<file path="config.mk">
export PLATFORM = sky130hd
export DESIGN_NAME = fb_pixel_reader_flat
export DESIGN_NICKNAME = d
export VERILOG_FILES = /design/src/rtl/fb_pixel_reader_if.sv /design/src/rtl/fb_pixel_reader.sv /design/src/flat_wrapper.sv
export SDC_FILE = /design/constraint.sdc
export NUM_CORES = 1
export LEC_CHECK = 0
export ABC_CLOCK_PERIOD_IN_PS = 4500
export CORE_MARGIN = 3
export CORE_UTILIZATION = 44
export DETAILED_ROUTE_END_ITERATION = 16
export GPL_ROUTABILITY_DRIVEN = 0
export MAX_ROUTING_LAYER = met4
export PLACE_DENSITY = 0.86
export SETUP_SLACK_MARGIN = 0.5
export SYNTH_ARGS = -nofsm -noshare
export SYNTH_HDL_FRONTEND = slang
export SYNTH_SLANG_ARGS = --single-unit
</file>
<file path="constraint.sdc">
create_clock -name clk -period 4.5 [get_ports clk]
set_input_delay 0.9 -clock clk [delete_from_list [all_inputs] [get_ports clk]]
set_output_delay 0.9 -clock clk [all_outputs]
set_load 0.05 [all_outputs]
</file>
<file path="src/rtl/fb_pixel_reader_if.sv">
// Frame buffer read port shared by the pixel reader and its memory.
// master: rd_en/rd_addr out, rd_data in; slave: the reverse.
interface fb_pixel_reader_if #(
   parameter int ADDR_W = 16
);
   logic              rd_en;
   logic [ADDR_W-1:0] rd_addr;
   logic [7:0]        rd_data;

   modport master (
      output rd_en,
      output rd_addr,
      input  rd_data
   );

   modport slave (
      input  rd_en,
      input  rd_addr,
      output rd_data
   );
endinterface

</file>
<file path="src/rtl/fb_pixel_reader.sv">
// Double-buffered RGB332 frame buffer reader feeding a VGA output.
// Ports: clk/rst, display counter in (i_pos_*, i_active, i_*sync),
// fb read bus (fb.master), RGB444 + delayed syncs out, swap handshake.
module fb_pixel_reader #(
   parameter int          FB_W       = 160,
   parameter int          FB_H       = 120,
   parameter int          SCALE_SH   = 2,
   parameter int          ADDR_W     = 16,
   parameter int          RD_LAT     = 1,
   parameter logic [11:0] BORDER_RGB = 12'h000
) (
   input  logic                      clk,
   input  logic                      rst,
   input  logic [9:0]                i_pos_x,
   input  logic [9:0]                i_pos_y,
   input  logic                      i_active,
   input  logic                      i_hsync,
   input  logic                      i_vsync,
   input  logic                      swap_req,
   fb_pixel_reader_if.master         fb,
   output logic [3:0]                o_r,
   output logic [3:0]                o_g,
   output logic [3:0]                o_b,
   output logic                      o_hsync,
   output logic                      o_vsync,
   output logic                      o_active,
   output logic                      disp_sel,
   output logic                      swap_ack,
   output logic                      frame_start
);

   // Stage A register plus RD_LAT alignment stages
   localparam int DEPTH = RD_LAT + 1;

   localparam logic [ADDR_W-1:0] BASE1 = ADDR_W'(FB_W * FB_H);
   localparam logic [ADDR_W-1:0] FBW_A = ADDR_W'(FB_W);

   typedef enum logic {
      IDLE,
      PENDING
   } state_t;

   typedef struct packed {
      logic img;
      logic act;
      logic hs;
      logic vs;
   } tag_t;

   state_t            state;
   state_t            state_nx;
   logic              vs_q;
   logic              boundary;
   logic              do_swap;

   logic [9:0]        sx;
   logic [9:0]        sy;
   logic              in_img;
   logic [ADDR_W-1:0] addr_nx;
   logic [ADDR_W-1:0] addr_q;

   tag_t              pipe [DEPTH];
   tag_t              tail;
   logic [7:0]        pix;
   logic [11:0]       rgb_nx;

   // ------------------------------------------------------------
   // Stage A: scale, bounds check and address generation
   // ------------------------------------------------------------
   assign sx = i_pos_x >> SCALE_SH;
   assign sy = i_pos_y >> SCALE_SH;

   assign in_img = i_active
                 && (int'(sx) < FB_W)
                 && (int'(sy) < FB_H);

   assign addr_nx = (disp_sel ? BASE1 : '0)
                  + ADDR_W'(sy) * FBW_A
                  + ADDR_W'(sx);

   // Address holds between reads so the bus stays quiet off-image
   always_ff @(posedge clk) begin
      if (rst) begin
         addr_q <= '0;
      end else if (in_img) begin
         addr_q <= addr_nx;
      end
   end

   assign fb.rd_en   = pipe[0].img;
   assign fb.rd_addr = addr_q;

   // ------------------------------------------------------------
   // Tag pipeline: carries in_img and the raw timing signals so
   // they line up with rd_data at the last stage
   // ------------------------------------------------------------
   always_ff @(posedge clk) begin
      if (rst) begin
         for (int i = 0; i < DEPTH; i++) begin
            pipe[i] <= '0;
         end
      end else begin
         pipe[0] <= {in_img, i_active, i_hsync, i_vsync};
         for (int i = 1; i < DEPTH; i++) begin
            pipe[i] <= pipe[i-1];
         end
      end
   end

   assign tail = pipe[DEPTH-1];
   assign pix  = fb.rd_data;

   // ------------------------------------------------------------
   // Output stage: RGB332 -> RGB444 by repeating the top bits
   // ------------------------------------------------------------
   always_comb begin
      rgb_nx = 12'h000;
      if (tail.img) begin
         rgb_nx = {pix[7:5], pix[7],
                   pix[4:2], pix[4],
                   pix[1:0], pix[1:0]};
      end else if (tail.act) begin
         rgb_nx = BORDER_RGB;
      end
   end

   always_ff @(posedge clk) begin
      if (rst) begin
         o_r      <= '0;
         o_g      <= '0;
         o_b      <= '0;
         o_hsync  <= 1'b0;
         o_vsync  <= 1'b0;
         o_active <= 1'b0;
      end else begin
         {o_r, o_g, o_b} <= rgb_nx;
         o_hsync  <= tail.hs;
         o_vsync  <= tail.vs;
         o_active <= tail.act;
      end
   end

   // ------------------------------------------------------------
   // Buffer swap control
   // ------------------------------------------------------------
   assign boundary = i_vsync & ~vs_q;

   // A request arriving on the boundary cycle itself swaps at once
   always_comb begin
      state_nx = state;
      do_swap  = 1'b0;
      case (state)
         IDLE: begin
            if (swap_req && boundary) begin
               do_swap = 1'b1;
            end else if (swap_req) begin
               state_nx = PENDING;
            end
         end
         PENDING: begin
            if (boundary) begin
               do_swap  = 1'b1;
               state_nx = IDLE;
            end
         end
         default: begin
            state_nx = IDLE;
         end
      endcase
   end

   always_ff @(posedge clk) begin
      if (rst) begin
         state       <= IDLE;
         vs_q        <= 1'b0;
         disp_sel    <= 1'b0;
         swap_ack    <= 1'b0;
         frame_start <= 1'b0;
      end else begin
         state       <= state_nx;
         vs_q        <= i_vsync;
         swap_ack    <= do_swap;
         frame_start <= boundary;
         if (do_swap) begin
            disp_sel <= ~disp_sel;
         end
      end
   end

endmodule

</file>
<file path="src/flat_wrapper.sv">
// flat-port wrapper written by rule: the top's interface ports become plain ports
module fb_pixel_reader_flat 
#(
   parameter int          FB_W       = 160,
   parameter int          FB_H       = 120,
   parameter int          SCALE_SH   = 2,
   parameter int          ADDR_W     = 16,
   parameter int          RD_LAT     = 1,
   parameter logic [11:0] BORDER_RGB = 12'h000
)
  (clk, rst, i_pos_x, i_pos_y, i_active, i_hsync, i_vsync, swap_req, o_r, o_g, o_b, o_hsync, o_vsync, o_active, disp_sel, swap_ack, frame_start, fb_rd_en, fb_rd_addr, fb_rd_data);
  fb_pixel_reader_if #(.ADDR_W(ADDR_W)) fb_i ();
  input  logic clk;
  input  logic rst;
  input  logic [9:0] i_pos_x;
  input  logic [9:0] i_pos_y;
  input  logic i_active;
  input  logic i_hsync;
  input  logic i_vsync;
  input  logic swap_req;
  output logic [3:0] o_r;
  output logic [3:0] o_g;
  output logic [3:0] o_b;
  output logic o_hsync;
  output logic o_vsync;
  output logic o_active;
  output logic disp_sel;
  output logic swap_ack;
  output logic frame_start;
  output wire logic [$bits(fb_i.rd_en)-1:0] fb_rd_en;
  output wire logic [$bits(fb_i.rd_addr)-1:0] fb_rd_addr;
  input wire logic [$bits(fb_i.rd_data)-1:0] fb_rd_data;
  assign fb_rd_en = fb_i.rd_en;
  assign fb_rd_addr = fb_i.rd_addr;
  assign fb_i.rd_data = fb_rd_data;
  fb_pixel_reader #(.FB_W(FB_W), .FB_H(FB_H), .SCALE_SH(SCALE_SH), .ADDR_W(ADDR_W), .RD_LAT(RD_LAT), .BORDER_RGB(BORDER_RGB)) u_core (.clk(clk), .rst(rst), .i_pos_x(i_pos_x), .i_pos_y(i_pos_y), .i_active(i_active), .i_hsync(i_hsync), .i_vsync(i_vsync), .swap_req(swap_req), .fb(fb_i), .o_r(o_r), .o_g(o_g), .o_b(o_b), .o_hsync(o_hsync), .o_vsync(o_vsync), .o_active(o_active), .disp_sel(disp_sel), .swap_ack(swap_ack), .frame_start(frame_start));
endmodule
</file>
Word level (Yosys, flattened, before mapping)
Memories as Yosys holds them, arrays and structs flattened.
Index checks and enable logic that the tools add are counted.
Word-level totals
  bits in registers: 36
  memory bits (writable): 8
  input port bits: 34
  logic and storage cells: 42
  memories kept: 1
Memories
  u_core.pipe: depth 2, bits a word 4, rd ports 2, clocked after memory_dff 0, write ports 2, RTL line fb_pixel_reader.sv:62  | tag_t pipe [DEPTH];
Cells by class
  add/sub/neg operators: 2
  multiply operators: 1
  order comparisons: 2
  muxes and demuxes: 13
  bitwise gates (word level): 7
  reduce and logical (&&, ||, !) cells: 4
Operators by type and width (number)
  $add A16 B16 Y16: 1
  $add A16 B8 Y16: 1
  $mux W15: 1
  $mul A8 B3 Y11 const B: 1
  $lt A8 B7 Y1 const B: 1
  $lt A8 B8 Y1 const B: 1
  $mux W1: 8
  $mux W4: 2
  $not A1 Y1: 4
  $pmux W1 S2: 2
  $logic_and A1 B1 Y1: 3
  $or A1 B1 Y1: 2
  $reduce_or A2 Y1: 1
  $and A1 B1 Y1: 1

Depth between registers and ports, before layout
  depth in word-level cells: 5
  depth in mapped cells: 12
  gate-level depth less buffers: 12

Least setup slack after synthesis
Ideal clock, no wire load.
  path kind: input-to-reg
  start point: input i_pos_y[3]
  end point: register u_core.addr_q[14] (netlist: u_core.fb.rd_addr[14])
  setup time: 0.091 ns
  arrival time: 3.374 ns
  required time: 4.409 ns
  setup slack: 1.036 ns
  stages on the path: 11
  buffers on the path: 0
  path through: ha_1 ha_1 fa_1 nand3_1 a21boi_0 o21a_1 nor2_1 xnor2_1 ha_1 or4_1 a311oi_1
On the way
  longest elaborated chain between the ends: 3
  elaborated cells on any way between the ends: 5
Ends and longest elaborated chain
  from (decl): RTL line flat_wrapper.sv:16  | input logic [9:0] i_pos_y;
  $mul A8 B3 Y11: RTL line fb_pixel_reader.sv:78  | + ADDR_W'(sy) * FBW_A
  $add A16 B16 Y16: RTL line fb_pixel_reader.sv:78
  $add A16 B8 Y16: RTL line fb_pixel_reader.sv:79  | + ADDR_W'(sx);
  to (signal assigned): RTL line fb_pixel_reader.sv:86  | addr_q <= addr_nx;
  to (decl): RTL line fb_pixel_reader.sv:60  | logic [ADDR_W-1:0] addr_q;
Several ways; a longest one is shown, not always the timed one.
A chain may end at the register's enable or synchronous reset.

Worst setup path after layout
Same ends and word-level chain as after synthesis.

==> run_results.csv <==
group,metric,value,unit
layout,drive_gt1_frac,0.04247,
sta,final.setup.tns,0,ns
setup_path,r2r-end,"u_core.fb.rd_addr[14]$_SDFFE_PP0P_",
routing,dr.first_iter.drc_count,57,
global_routing,grt_pass1_vias,1375,
routing,routed_wl,3782,µm
clocking,ctsHoldBuffers,0,
floorplanning,std_cell_rows,22,
power,ir_drop,0.1188,mV
clocking,root_buffer,"clkbuf_8",
sta,fmax,0.2570,GHz
flow_run,maxCapViolCount,0,
clocking,cts_tree,"built",
layout,nets,313,
floorplanning,die_h,70.81,µm
setup_path,ff2ff_setup_slack,2.25,ns
routing,antenna_left,0,
min_path,hold_class,"register to register",
clocking,clock-sinks,39,
synthesis,synth_ff_type,"dfxtp_1",
floorplanning,fp.dieArea,5013,µm²
synthesis,synth_top_cell_by_area,"dfxtp_1",
floorplanning,start_util,0.4795,
sta,max_slew.worst_pin.slew,0.6848,ns
layout,areaGrowthSynthToFinish,40.28,%
setup_path,crit_end,"u_core.fb.rd_addr[14]$_SDFFE_PP0P_",
power,p_leak,1.019,nW
layout,finalNonFillerCells,307,
clocking,clockBufferDepth,2,
floorplanning,ioPinCount,69,
layout,antenna_cells,0,
global_routing,overflow,0,
setup_path,slowest_delay,0.58,ns
clocking,cts_setup_buffers,0,
placed_design,place_hpwl,2949,µm
placed_design,dpl.cell_count,299,
sta,min_period_over_period,0.8647,
synthesis,synth_area,1848,µm²
run_status,status,"finished, final reports clean",
clocking,htreeDepth,2,
synthesis,synth-edff-count,0,
clocking,clk_pin_slew,0.07,ns
sta,maxSlewViolCount,0,
routing,drt_first_pass_iters,4,
routing,wire_per_inst,12.32,µm
global_routing,antenna_found_initial,0,
sta,clock_skew,0.005915,ns
placed_design,numPortBuffers,64,
power,p_per_area,316.2,nW/µm²
routing,drc,0,
clocking,cts_buffers,5,
setup_path,crit_slowest_cell,"or4_1",
setup_path,cp-end-kind,"register",
setup_path,crit_type,"primary input to register",
synthesis,synth_area_leaders,"dfxtp_1 42%, ha_1 13%, nor2b_1 4.7%",
floorplanning,coreArea,3854,µm²
global_routing,grt_max_degree,33,
floorplanning,die_x,70.81,µm
global_routing,grt_pass1_wl,6141,µm
synthesis,synth_fp_nets,251,
synthesis,ys_types,37,
synthesis,yosysSeqAreaShare,0.4225,
sta,rsz0062_at_grt,"yes",
synthesis,ys_seq_elements,39,
synthesis,synth_top_area_share,0.4225,
power,p_total,819.6,µW
routing,viasPerCell,5.003,
global_routing,grt_usage,0.1564,
synthesis,syn_area_per_cell,9.429,µm²
layout,fill_cells,308,
setup_path,crit_required,4.69,ns
sta,slew_headroom,0.5434,
sta,period_needed,3.891,ns
synthesis,synthCells,196,
synthesis,yosysWarningCount,0,
setup_path,r2r-start,"u_core.disp_sel$_SDFFE_PP0P_",
sta,worst_slack,0.6089,ns
setup_path,critPathMostFrequentCell,"ha_1",
sta,setup_viol,0,
synthesis,async_flop_share,0,
sta,finalHoldViolations,0,
setup_path,startpoint,"i_pos_y[3]",
setup_path,worstPathMaxFanout,3,
setup_path,reg2reg_depth,6,
setup_path,cp.arrival,4.08,ns
placed_design,place_ws,0.3326,ns
routing,routed-via-count,1536,
clocking,clk_latency,0.28,ns
setup_path,path_cells,"clkdlybuf4s50_1 -> ha_1 -> ha_1 -> fa_1 -> nand3_1 -> a21boi_1 -> o21a_1 -> nor2_1 -> xnor2_1 -> ha_1 -> or4_1 -> a311oi_2",
setup_path,worst_setup_path_start_kind,"primary input",
[synthesized netlist by cell type (3+ instances only)]
master    count
xnor2_1       5
a21oi_1      15
buf_4         4
nor2b_1      14
nor3_1        3
o21ai_0       5
xor2_1        3
a211oi_1      7
inv_1         4
dfxtp_1      39
nor3b_1       4
nor2_1       16
and2_1        8
ha_1         19
clkbuf_1      6
nand2_1      15
[where the power goes]
group / switching (mW) / total (mW) / leakage (nW) / internal [mW]
logic: 0.132 / 0.236 / 0.658 / 0.104
clock network: 0.108 / 0.217 / 0.0422 / 0.109
registers: 0.00688 / 0.367 / 0.318 / 0.360
total: 0.247 / 0.820 / 1.02 / 0.573
[layer usage]
metal / global-route usage / routed length (µm) / up-vias
li1: - / - / 810
met1: 0.1834 / 1723 / 659
met2: 0.2533 / 1668 / 60
met3: 0.03835 / 319 / 7
met4: 0.06889 / 71 / 0
met5: - / 0 / -
[cells by family after synthesis]
family / count (synthesis) / synth area share
simple gates: 71 / 0.2011
compound gates: 43 / 0.1517
flops: 39 / 0.4225
fa+ha+maj: 21 / 0.1503
buf+inv: 14 / 0.03656
xor+xnor: 8 / 0.03792
[flip-flops by register name, indices dropped and copies added, names as in the netlist]
signal and cells:
u_core.o_vsync 1, u_core.o_active 1, u_core.fb.rd_addr 16, u_core.frame_start 1
u_core.o_hsync 1, u_core.o_b 2, u_core.disp_sel 1, u_core.o_r 3
u_core.state 1, u_core.swap_ack 1, u_core.pipe 8, u_core.o_g 3
[worst max-delay path, delay by kind of cell]
kind | cells | cell delay [ns]
adder cells (fa/ha/maj) | 4 | 1.22
AND/OR/NAND/NOR | 3 | 0.79
AO/OA/AOI/OAI | 3 | 0.58
buffers and inverters | 1 | 0.46
XOR/XNOR | 1 | 0.13
[cell type report]
cell class	count	area, µm²	area share
timing repair buffer	65	648.1	0.2500
clock buffer	7	76.32	0.02944
clock inverter	1	5.005	0.001930
multi-input combinational	143	1007	0.3885
sequential	39	780.7	0.3012
inverter	4	15.01	0.005791
tap	48	60.06	0.02317
[how the worst min path moves through the flow]
stage	depth (start not counted)	from	end	slack [ns]
after global placement	1	u_core.pipe[0][1]$_SDFF_PP0_	u_core.pipe[0][5]$_SDFF_PP0_	0.42
after CTS	1	u_core.pipe[0][1]$_SDFF_PP0_	u_core.pipe[0][5]$_SDFF_PP0_	0.45
after global routing	1	u_core.pipe[0][1]$_SDFF_PP0_	u_core.pipe[0][5]$_SDFF_PP0_	0.46
after floorplan	1	u_core.pipe[0][6]$_SDFF_PP0_	u_core.o_active$_SDFF_PP0_	0.41
after detailed placement	1	u_core.pipe[0][1]$_SDFF_PP0_	u_core.pipe[0][5]$_SDFF_PP0_	0.43
final	1	u_core.pipe[0][1]$_SDFF_PP0_	u_core.pipe[0][5]$_SDFF_PP0_	0.44
[cells in the final DEF, fill, tap and decap left out, drive strengths merged]
master,instances
or3,1
a2111oi,1
and2,8
xor2,3
o21ai,5
xnor2,5
clkbuf,7
or4,1
nand3,2
nand4,1
a211oi,7
nor3b,4
a31oi,1
o31a,2
o211ai,1
and3,1
buf,1
or2b,1
inv,4
nand2,15
nor3,3
clkinv,1
nand2b,3
a311oi,2
fa,2
ha,19
or2,1
nor2b,14
nor2,16
clkdlybuf4s50,64
dfxtp,39
a21o,3
o21a,2
a21oi,15
o31ai,2
o221ai,1
a21boi,1
[metrics by stage]
stage / utilization / hold WS, ns / instance area [µm²]
5_1_grt: 0.6727 / 0.4612 / 2592
3_3_place_gp: 0.6497 / 0.4158 / 2504
6_report: 0.6727 / 0.4388 / 2592
4_1_cts: 0.6708 / 0.4463 / 2585
3_5_place_dp: 0.6497 / 0.4296 / 2504
2_1_floorplan: - / 0.4138 / 1848
[what timing repair did]
item                                    4_1_cts  5_1_grt
gates resized for setup                       0        3
endpoints found under the hold margin         0        0
endpoints found under the setup margin        0        2
Note: power is estimated with default switching activity, not from simulation.
